<file path="config.mk">
export PLATFORM = sky130hd
export DESIGN_NAME = multi_transfer_sequencer
export DESIGN_NICKNAME = d
export VERILOG_FILES = /design/src/rtl/multi_transfer_sequencer.sv
export SDC_FILE = /design/constraint.sdc
export NUM_CORES = 1
export LEC_CHECK = 0
export BUFFER_PORTS_ARGS = -buffer_cell sky130_fd_sc_hd__buf_2
export CAP_MARGIN = 20
export CORE_MARGIN = 2
export CORE_UTILIZATION = 29
export CTS_BUF_LIST = sky130_fd_sc_hd__clkbuf_16
export CTS_CLUSTER_SIZE = 24
export DETAILED_ROUTE_END_ITERATION = 16
export GPL_TIMING_DRIVEN = 0
export MAX_ROUTING_LAYER = met4
export PLACE_DENSITY = 0.6
export SYNTH_ARGS = -nofsm -noshare
export SYNTH_HDL_FRONTEND = slang
export SYNTH_SLANG_ARGS = --single-unit
</file>
<file path="constraint.sdc">
create_clock -name clk -period 5.45 [get_ports clk]
set_input_delay 0.2725 -clock clk [delete_from_list [all_inputs] [get_ports clk]]
set_output_delay 0.2725 -clock clk [all_outputs]
set_load 0.01 [all_outputs]
</file>
<file path="src/rtl/multi_transfer_sequencer.sv">
// Multi-register LM/SM/LA/SA transfer sequencer for the MEM stage.
// Optional SEQ_ZERO_SKIP_EN: jump straight to the next set mask bit (no bubble cycles).
module multi_transfer_sequencer #(
  parameter int ADDR_W = 16,
  parameter int NREG   = 7,
  parameter int IDX_W  = 3
) (
  input  logic              clk,
  input  logic              rst_n,
  input  logic              start_valid,
  input  logic [3:0]        opcode,
  input  logic [NREG-1:0]   imm_mask,
  input  logic [ADDR_W-1:0] base_addr,
  input  logic              mem_ready,
  output logic [ADDR_W-1:0] mem_addr,
  output logic              mem_rd_en,
  output logic              mem_wr_en,
  output logic [IDX_W-1:0]  reg_idx,
  output logic              rf_wr_en,
  output logic              stall_o,
  output logic              busy,
  output logic              done
);

  // state | meaning
  // IDLE  | waiting for a multi-op; stall only in the start cycle
  // RUN   | stepping k over registers, one memory beat per active k
  // FIN   | one-cycle done pulse, pipeline released, no new start
  typedef enum logic [1:0] {S_IDLE, S_RUN, S_FIN} state_t;

  state_t            state, state_nxt;
  logic [IDX_W-1:0]  k, k_nxt, l, l_nxt;
  logic [3:0]        op_q, op_nxt;
  logic [NREG-1:0]   mask_q, mask_nxt, mask_rev;
  logic [ADDR_W-1:0] base_q, base_nxt;

  logic             multi_op, is_all, is_load, k_active, strobe, k_last;
  logic [IDX_W-1:0] off;

  assign multi_op = start_valid & (opcode[3:2] == 2'b11);
  assign is_all   = op_q[1];
  assign is_load  = ~op_q[0];

  // mask bit (NREG-1-k) selects register k; reverse once so k indexes directly
  always_comb begin
    mask_rev = '0;
    for (int j = 0; j < NREG; j++) mask_rev[j] = mask_q[NREG-1-j];
  end

  assign k_active = is_all | mask_rev[k];
  assign strobe   = (state == S_RUN) & k_active;

`ifdef SEQ_ZERO_SKIP_EN
  logic [NREG-1:0]  imm_rev;
  logic [IDX_W-1:0] nxt_set, first_set;
  logic             nxt_found;

  always_comb begin
    imm_rev   = '0;
    nxt_set   = '0;
    nxt_found = 1'b0;
    first_set = '0;
    for (int j = 0; j < NREG; j++) imm_rev[j] = imm_mask[NREG-1-j];
    // scan downward so the lowest qualifying index wins
    for (int j = NREG-1; j >= 0; j--) begin
      if (j > int'(k) && mask_rev[j]) begin
        nxt_found = 1'b1;
        nxt_set   = IDX_W'(j);
      end
      if (imm_rev[j]) first_set = IDX_W'(j);
    end
  end

  assign k_last = is_all ? (k == IDX_W'(NREG-1)) : ~nxt_found;
`else
  assign k_last = (k == IDX_W'(NREG-1));
`endif

  always_ff @(posedge clk or negedge rst_n) begin
    if (!rst_n) begin
      state  <= S_IDLE;
      k      <= '0;
      l      <= '0;
      op_q   <= '0;
      mask_q <= '0;
      base_q <= '0;
    end else begin
      state  <= state_nxt;
      k      <= k_nxt;
      l      <= l_nxt;
      op_q   <= op_nxt;
      mask_q <= mask_nxt;
      base_q <= base_nxt;
    end
  end

  always_comb begin
    state_nxt = state;
    k_nxt     = k;
    l_nxt     = l;
    op_nxt    = op_q;
    mask_nxt  = mask_q;
    base_nxt  = base_q;
    case (state)
      S_IDLE: begin
        if (multi_op) begin
          op_nxt   = opcode;
          mask_nxt = imm_mask;
          base_nxt = base_addr;
          k_nxt    = '0;
          l_nxt    = '0;
`ifdef SEQ_ZERO_SKIP_EN
          if (!opcode[1]) k_nxt = first_set;
`endif
          if (!opcode[1] && (imm_mask == '0)) state_nxt = S_FIN;
          else                                 state_nxt = S_RUN;
        end
      end
      S_RUN: begin
        if (!k_active || mem_ready) begin
          if (k_active && !is_all) l_nxt = l + 1'b1;
          if (k_last) begin
            state_nxt = S_FIN;
          end else begin
`ifdef SEQ_ZERO_SKIP_EN
            k_nxt = is_all ? k + 1'b1 : nxt_set;
`else
            k_nxt = k + 1'b1;
`endif
          end
        end
      end
      S_FIN:   state_nxt = S_IDLE;
      default: state_nxt = S_IDLE;
    endcase
  end

  assign off = is_all ? k : l;

  always_comb begin
    mem_addr  = '0;
    reg_idx   = '0;
    mem_rd_en = 1'b0;
    mem_wr_en = 1'b0;
    rf_wr_en  = 1'b0;
    stall_o   = 1'b0;
    busy      = (state != S_IDLE);
    done      = (state == S_FIN);
    case (state)
      S_IDLE: stall_o = multi_op;
      S_RUN: begin
        stall_o = 1'b1;
        if (strobe) begin
          mem_addr  = base_q + {{(ADDR_W-IDX_W){1'b0}}, off};
          reg_idx   = k;
          mem_rd_en = is_load;
          mem_wr_en = ~is_load;
          rf_wr_en  = is_load & mem_ready;
        end
      end
      default: ;
    endcase
  end

endmodule

</file>
==> results by group <==
Place
  – Dpl hpwl: 3.44 mm
  – PortBufs: 55
  – Final Wtd Congestion: 0.804

Clock network
  – Worst-skew pair later-pin latency: 0.27 ns
  – CTS max path bufs: 2
  – Total CTS buffers: 5
  – Clock root cell: clkbuf_16
  – Post_cts resized: 0
  – H-tree levels: 2
  – Cts hold-fix bufs: 0
  – CTS tree: done
  – Clock sinks: 33
  – Clock slew at reported path FFs: 0.05 ns
  – Postcts setup bufs: 0

Synthesis
  – Post-Synth XOR/XNOR Area: about 6%
  – Area contributors post-synth: dfrtp_1 41%, mux2_2 16%, nor2_1 5.6%
  – Mapped Avg Cell Area: 10.1 um^2
  – Yosys top cell area share: 41.4%
  – Sequential area share after synthesis: 41.4%
  – Post-synthesis cell type count: 40
  – Syn Inst Count: approximately 200
  – Synth Area in Compound Gates: 6.84%
  – Yosys warnings: 0
  – #FFs+latches synth: 33
  – Ys async rst share: 100%
  – Top FF cell, synth: dfrtp_1
  – Syn_nets: 235
  – Number of synthesized flops with an enable pin: 0
  – Main combinational cell family by area after synthesis: simple AND/OR/NAND/NOR gates
  – Synth area leader: dfrtp_1
  – Adder-Cell Fraction of Synth Area: roughly 4.8%
  – Cell Area, Synth: around 2000 um^2
  – Mux share of post-synthesis cell area: 18.3%
  – Simple-gate share of the synthesized area: between 10% and 20%

Cells and area
  – Share of layout cells above drive strength 1: 39.4%
  – Final-layout fill cell count: 674
  – Ant. Diodes: 0
  – Most frequent cells in the layout: 58 x buf_2, 33 x dfrtp_1, 30 x nor2_1, 28 x mux2_2, 11 x nand2_1
  – Fin util: 37.2%
  – Commonest non-fill, non-tap cell in the layout: buf_2
  – Layout area overhead: 25.5%
  – Area occupied by multi-input gates: 1090 um^2
  – Nets: 297
  – Sequential standard cell area: approximately 830 um^2

STA
  – Skew final: 0.00578 ns
  – Setup TNS: 0 ns
  – Final setup fails: 0
  – Tmin final: 3.18 ns
  – Slew Viols, Final: 0
  – Achievable frequency: 0.315 GHz
  – Hold Violations, Final: 0
  – Worst slew pin tran: between 0.7 and 0.8 ns
  – RSZ-0062 raised after global routing: no
  – Final worst-path cycle share: approximately three fifths
  – Slew headroom: 50.2%

Floorplanning
  – Row cnt: 30
  – Core Area: ~6700 um^2
  – Die H: ~87 um
  – Initial Util: 29.7%
  – Number of top-level pins: 56
  – Die ar.: around 7600 um^2
  – Die width: 86.9 um

Routing
  – Drt pass-1 iters: 4
  – Vias/cell: 4.75
  – Vias after detailed routing: approximately 1,600
  – WL/cell: 13.2 um
  – Final Routed Wirelength: between 4 and 5 mm
  – 1st-iter DRT viols: between 80 and 90
  – ANT nets after route: 0
  – DRC violation count after routing: 0

Power
  – Worst vdd ir: 0.164 mV
  – P_leak: roughly 1.2 nW
  – P per Cell Area: 614 nW/um^2

Critical path
  – CP Capture Type: output pin
  – Worst Path Required: 5.18 ns
  – Kind of critical path: flop to output pin
  – Crit path DAT: 2.90 ns
  – Startpoint Class: flop
  – Crit-path max FO: 9

Run status
  – Outcome: completed

GRT
  – All-Layer GR Usage: 13.0%
  – Largest net degree at the start of global routing: 34
  – First-pass GRT wire length: 7.50 mm
  – Total grt overflow: 0
  – Vias in the first global route: about 1,600
  – Initial antenna violation count: 0

Job
  – # Max-Cap Violations: 0

Hold path
  – Hold WC Path Type: input pin to asynchronous set/reset pin
==> layout make-up <==
class	instances	share of cell area, %
multi-input combinational	147	43.5
sequential	33	33.0
timing repair buffer	55	11.0
clock buffer	5	5.00
tap	80	4.00
buffer	9	1.95
inverter	8	1.20
clock inverter	2	0.300
==> flip-flops by register name (all words and copies together), names as in the netlist <==
signal	count
op_q	2
k	3
base_q	16
state	2
mask_q	7
l	3
==> stage by stage <==
step | cell area (um^2) | cells | setup WS [ns] | power (mW) | hold slack, ns
3_3_place_gp | 2370 | 332 | 2.58 | 1.28 | 0.390
2_1_floorplan | 1990 | 197 | 3.00 | 1.03 | -0.0231
6_report | 2500 | 339 | 2.27 | 1.54 | 0.0710
4_1_cts | 2500 | 339 | 2.26 | 1.56 | 0.107
3_5_place_dp | 2370 | 332 | 2.56 | 1.29 | 0.395
5_1_grt | 2500 | 339 | 2.02 | 1.68 | 0.143
==> critical path, stage by stage, from the launching register on <==
cell and delay [ns]:
dfrtp_1 0.32, clkbuf_1 0.34, mux2_2 0.42, ha_1 0.27
a21o_1 0.17, a21oi_1 0.54, nor4_1 0.15, xnor2_1 0.16
nor2_1 0.13, buf_2 0.15
==> synthesized netlist by cell type, types with 2 or more instances <==
library cell / count
clkbuf_1: 3
a21oi_1: 4
nand3_1: 4
dfrtp_1: 33
nor3_1: 5
ha_1: 6
o21ai_0: 3
inv_1: 8
nand2_1: 11
mux2i_1: 5
xnor2_1: 9
or2_2: 2
mux2_2: 28
nor4_1: 4
nand4_1: 7
nor2_1: 30
xor2_1: 5
nand3b_1: 3
nor2b_1: 4
buf_2: 3
==> per-layer routing <==
metal	global-route usage [%]	routed length [um]	up-vias	part of all wire [%]
met1	16.6	2090	758	47
met2	20.9	2170	33	49
met5	-	0	-	0
li1	-	-	814	-
met3	2.75	172	4	3.9
met4	3.41	27	0	0.61
==> report_power, final <==
part | switching, mW | internal, mW
clock network | 0.0897 | 0.163
registers | 0.106 | 0.361
logic | 0.435 | 0.382
total | 0.630 | 0.906
==> logic make-up after synthesis <==
kind of cell,Yosys count
AND/OR/NAND/NOR,75
multiplexers,33
flip-flops,33
AO/OA/AOI/OAI,18
buffers and inverters,17
XOR/XNOR,14
adder cells (fa/ha/maj),7
==> path summary, 6_finish.rpt <==
check	startpoint	end	slack, ns	depth (start not counted)
max	op_q[1]	mem_addr[15]	2.27	9
min	rst_n	base_q[4]	0.07	1
max reg2reg	k[1]	l[2]	3.59	5
min reg2reg	mask_q[5]	mask_q[5]	0.51	1
max in group asynchronous	rst_n	op_q[1]	4.90	1
min in group clk	base_addr[10]	base_q[10]	0.23	2
Power figures use the tool's default switching activity.
